[src/rtl/mux_2to1_4bit_if.sv]
// rtl/mux_2to1_4bit_if.sv - select/data bundle for the 2:1 word multiplexer
interface mux_2to1_4bit_if #(
  parameter int WIDTH = 4,
  parameter int CNT_W = 8
);
  logic             S;
  logic [WIDTH-1:0] I0;
  logic [WIDTH-1:0] I1;
  logic [WIDTH-1:0] y;
  logic [WIDTH-1:0] y_q;
  logic             y_valid;
  logic [CNT_W-1:0] sel_toggles;

  modport master (
    output S, I0, I1,
    input  y, y_q, y_valid, sel_toggles
  );

  modport slave (
    input  S, I0, I1,
    output y, y_q, y_valid, sel_toggles
  );
endinterface

[src/rtl/mux_2to1_4bit.sv]
// rtl/mux_2to1_4bit.sv - 2:1 word mux with registered copy and select-toggle counter
module mux_cell_2to1 (
  input  logic i_s,
  input  logic i_a,
  input  logic i_b,
  output logic o_y
);
  // ?: keeps agreeing data bits resolved when the select is unknown
  assign o_y = i_s ? i_b : i_a;
endmodule

module mux_2to1_4bit #(
  parameter int WIDTH = 4,
  parameter int CNT_W = 8
) (
  input  logic           clk,
  input  logic           rst_n,
  mux_2to1_4bit_if.slave bus
);
  logic [WIDTH-1:0] w_y;
  logic [WIDTH-1:0] r_y_q;
  logic             r_y_valid;
  logic             r_s_prev;
  logic [CNT_W-1:0] r_sel_toggles;
  logic             w_toggle;
  logic             w_cnt_full;

  // One bit-cell per data bit, all sharing the select line
  for (genvar g = 0; g < WIDTH; g++) begin : g_cell
    mux_cell_2to1 u_cell (
      .i_s (bus.S),
      .i_a (bus.I0[g]),
      .i_b (bus.I1[g]),
      .o_y (w_y[g])
    );
  end

  // A toggle only counts once a prior sample exists to compare against
  assign w_toggle   = r_y_valid && (bus.S != r_s_prev);
  assign w_cnt_full = &r_sel_toggles;

  // Registered copy, valid flag, previous select and saturating toggle count
  always_ff @(posedge clk) begin
    if (!rst_n) begin
      r_y_q         <= '0;
      r_y_valid     <= 1'b0;
      r_s_prev      <= 1'b0;
      r_sel_toggles <= '0;
    end else begin
      r_y_q     <= w_y;
      r_y_valid <= 1'b1;
      r_s_prev  <= bus.S;
      if (w_toggle && !w_cnt_full) begin
        r_sel_toggles <= r_sel_toggles + CNT_W'(1);
      end
    end
  end

  assign bus.y           = w_y;
  assign bus.y_q         = r_y_q;
  assign bus.y_valid     = r_y_valid;
  assign bus.sel_toggles = r_sel_toggles;
endmodule

[src/flat_wrapper.sv]
// flat-port wrapper written by rule: the top's interface ports become plain ports
module mux_2to1_4bit_flat 
#(
  parameter int WIDTH = 4,
  parameter int CNT_W = 8
)
  (clk, rst_n, bus_S, bus_I0, bus_I1, bus_y, bus_y_q, bus_y_valid, bus_sel_toggles);
  mux_2to1_4bit_if #(.WIDTH(WIDTH), .CNT_W(CNT_W)) bus_i ();
  input  logic clk;
  input  logic rst_n;
  input wire logic [$bits(bus_i.S)-1:0] bus_S;
  input wire logic [$bits(bus_i.I0)-1:0] bus_I0;
  input wire logic [$bits(bus_i.I1)-1:0] bus_I1;
  output wire logic [$bits(bus_i.y)-1:0] bus_y;
  output wire logic [$bits(bus_i.y_q)-1:0] bus_y_q;
  output wire logic [$bits(bus_i.y_valid)-1:0] bus_y_valid;
  output wire logic [$bits(bus_i.sel_toggles)-1:0] bus_sel_toggles;
  assign bus_i.S = bus_S;
  assign bus_i.I0 = bus_I0;
  assign bus_i.I1 = bus_I1;
  assign bus_y = bus_i.y;
  assign bus_y_q = bus_i.y_q;
  assign bus_y_valid = bus_i.y_valid;
  assign bus_sel_toggles = bus_i.sel_toggles;
  mux_2to1_4bit #(.WIDTH(WIDTH), .CNT_W(CNT_W)) u_core (.clk(clk), .rst_n(rst_n), .bus(bus_i));
endmodule
[config.mk]
export PLATFORM = sky130hd
export DESIGN_NAME = mux_2to1_4bit_flat
export DESIGN_NICKNAME = d
export VERILOG_FILES = /design/src/rtl/mux_2to1_4bit_if.sv /design/src/rtl/mux_2to1_4bit.sv /design/src/flat_wrapper.sv
export SDC_FILE = /design/constraint.sdc
export NUM_CORES = 1
export LEC_CHECK = 0
export CELL_PAD_IN_SITES_DETAIL_PLACEMENT = 0
export CELL_PAD_IN_SITES_GLOBAL_PLACEMENT = 1
export CORE_ASPECT_RATIO = 0.7
export CORE_UTILIZATION = 32
export CTS_CLUSTER_SIZE = 28
export DETAILED_ROUTE_END_ITERATION = 10
export GPL_ROUTABILITY_DRIVEN = 0
export GPL_TIMING_DRIVEN = 1
export PLACE_DENSITY = 0.81
export SYNTH_ARGS = -nofsm -noshare
export SYNTH_HDL_FRONTEND = slang
export SYNTH_SLANG_ARGS = --single-unit
[constraint.sdc]
create_clock -name clk -period 3.3 [get_ports clk]
set_clock_uncertainty 0.2 [all_clocks]
set_input_delay 0.495 -clock clk [delete_from_list [all_inputs] [get_ports clk]]
set_output_delay 0.495 -clock clk [all_outputs]
set_load 0.01 [all_outputs]
==> run summary <==
CP most frequent cell: clkdlybuf4s50_1
Post-Synthesis Cells: 66
distinct cell type count after synthesis: 23
largest net degree at the start of global routing: 9
hold endpoint: u_core.bus.sel_toggles[6]
Via Count: 520
PwrDens: 356 nW/µm²
Reg power frac: 54.0%
CP endpoint kind: output pin
PostCTS Resize Cnt: 0
syn nets: 78
top cells by area, synth: dfxtp_1 (42%), mux2_2 (6.8%), and2_1 (5.7%)
f_max: 0.362 GHz
Reg clk slew, reported paths: 0.08 ns
post-cts hold buffer count: 0
status: finished, final reports clean
post-synth top area share: 42.3%
grt ovf: 0
Routed WL: 1300 µm
final hold vios: 0
CTS tree: done
IO Port Bufs: 27
Area growth syn-to-layout: 42.1%
Hold Path Class: reg -> reg
CP arrival: 2.07 ns
num rows: 13
post-route insts no fill: 113
starting utilization of the core area: 34.8%
largest fanout on the critical path: 6
Inst Count DP: 110
core box area: 1900 µm²
All-Layer GR Usage: 13.2%
setup slack, reg-to-reg: 1.61 ns
Synth Cell Area: 663 µm²
CP peak stage delay: 0.69 ns
max_cap viols: 0
final setup fails: 0
internal power: 255 µW
Max clock buf depth: 2
via density per instance: 4.60
drt first pass iters: 2
initial antenna violation count: 0
hold depth: 2
first-pass GRT wire length: 2150 µm
Clock Tree Root: clkbuf_4
Ports: 28
n_diodes: 0
Slew Limit Headroom: 75.4%
die extent in x: 56.4 µm
setup_tns: 0 ns
leakage power: 0.000365 µW
reg2reg end: u_core.bus.sel_toggles[1]
Comb pwr share: 17.7%
drt first-iter violations: 9
CP Cell Sequence: clkdlybuf4s50_1 > mux2_2 > clkdlybuf4s50_1
routed length per instance: 11.5 µm
Synth warnings: 0
P_sw: 81.1 µW
worst path bufs/invs: 2
clock sink count: 14
reg2reg start: u_core.bus.sel_toggles[0]
layout cells sized above 1: 11.0%
r2r worst-path depth: 5
RSZ-0062 raised after global routing: no
cts bufs inserted: 3
Nets: 105
drt drc: 0
Die Ht: 40.1 µm
Yosys reg bits: 14
crit path kind: in -> out
clock share of power: 28.3%
post-CTS setup buffer count: 0
detailed placer's ending HPWL: 1000 µm
Max IR drop VDD: 235 µV
CP required: 2.60 ns
Slew Viols, Final: 0
Seq/Total Area, Yosys: 42.3%
clk_lat worst skew: 0.28 ns
hold_sp: u_core.bus.sel_toggles[6]
die area: 2260 µm²
Sw Share: 24.1%
Worst Tran Pin Value: 0.368 ns
number of fill cells: 172
Setup crit start kind: primary input
H-tree depth: 1
number of global-route vias before repair: 478
Yosys top cell by area: dfxtp_1
Final ANT Viol Nets: 0
slowest CP cell: clkdlybuf4s50_1
Syn Area/Cell: 10.0 µm²
Period minus WS final: 2.76 ns
Tcrit/Tclk final: 83.7%
CP delay by family, top: buffers and inverters
## area by class of cell
| cell class | instances | area (µm²) | area share [%] |
|---|---|---|---|
| multi-input cells | 44 | 330 | 35.1 |
| well taps | 22 | 27.5 | 2.92 |
| flip-flops and latches | 14 | 280 | 29.7 |
| repair buffers | 27 | 270 | 28.7 |
| clock buffers | 3 | 22.5 | 2.39 |
| inverters | 3 | 11.3 | 1.20 |
## tightest hold or removal path, cell delays in order, from the launching register on
cell and delay (ns):
dfxtp_1 0.33, inv_1 0.07, a211oi_1 0.07
## cells in the mapped netlist
master,count
nor3_1,1
or3_1,2
xor2_4,1
and2_1,6
and4_2,1
nor2_1,5
nand2_1,2
o21ai_1,2
o211ai_4,1
xor2_1,2
nand3_1,3
dfxtp_1,14
buf_6,1
ha_1,1
inv_1,3
and3_1,2
nand4_1,4
buf_4,4
a21oi_1,2
o21ai_0,1
a211oi_1,1
mux2i_1,3
mux2_2,4
## logic make-up after synthesis
| kind of cell | synth area share [%] |
|---|---|
| AO/OA/AOI/OAI | 8.11 |
| multiplexers | 11.3 |
| XOR/XNOR | 6.79 |
| AND/OR/NAND/NOR | 21.7 |
| flip-flops | 42.3 |
| buffers and inverters | 7.92 |
| adder cells (fa/ha/maj) | 1.89 |
## layer usage
metal / track usage [%] / vias to the layer above / part of all wire, %
met4: 1.83 / 0 / 0
met3: 7.10 / 0 / 6.2
li1: - / 280 / -
met1: 16.7 / 226 / 50
met5: 0 / - / 0
met2: 20.5 / 14 / 44
## stage by stage
stage	hold slack [ns]	cell area, µm²	util [%]	worst slack (ns)	power (µW)
6_report	0.326	942	49.5	0.537	336
5_1_grt	0.372	942	49.5	0.487	351
4_1_cts	0.326	942	49.5	0.528	339
3_5_place_dp	0.315	920	48.3	0.529	245
3_3_place_gp	0.295	920	48.3	0.553	244
2_1_floorplan	0.320	663	-	1.53	216
## registers in the layout, indices dropped and copies added (netlist names)
name and cells:
u_core.bus.sel_toggles 8, u_core.bus.y_valid 1, u_core.r_s_prev 1, u_core.bus.y_q 4
## how the worst max path moves through the flow
stage	end	startpoint	depth (start not counted)	slack (ns)
floorplan	bus_y[0]	bus_S	3	1.53
global placement	bus_y[3]	bus_S	3	0.55
detailed placement	bus_y[3]	bus_S	3	0.53
CTS	bus_y[3]	bus_S	3	0.53
global route	bus_y[3]	bus_S	3	0.49
finish	bus_y[3]	bus_S	3	0.54
## placed cells by master, fill, tap and decap left out
cell / count
a211oi_1: 1
a21oi_1: 2
and2_1: 6
and3_1: 2
and4_2: 1
clkbuf_4: 3
clkdlybuf4s50_1: 27
dfxtp_1: 14
ha_1: 1
inv_1: 3
mux2_2: 4
mux2i_1: 3
nand2_1: 2
nand3_1: 3
nand4_1: 4
nor2_1: 5
nor3_1: 1
o211ai_4: 1
o21ai_0: 1
o21ai_1: 2
or3_1: 2
xor2_1: 2
xor2_4: 1
## power by group through the flow
stage               registers, µW  clock network, µW  logic, µW
CTS                           181               97.6       60.5
floorplan                     188                  0       28.2
finish                        181               95.0       59.5
detailed placement            185                  0       60.0
global route                  182                104       64.6
global placement              185                  0       58.5
(Power assumes the default switching activity.)
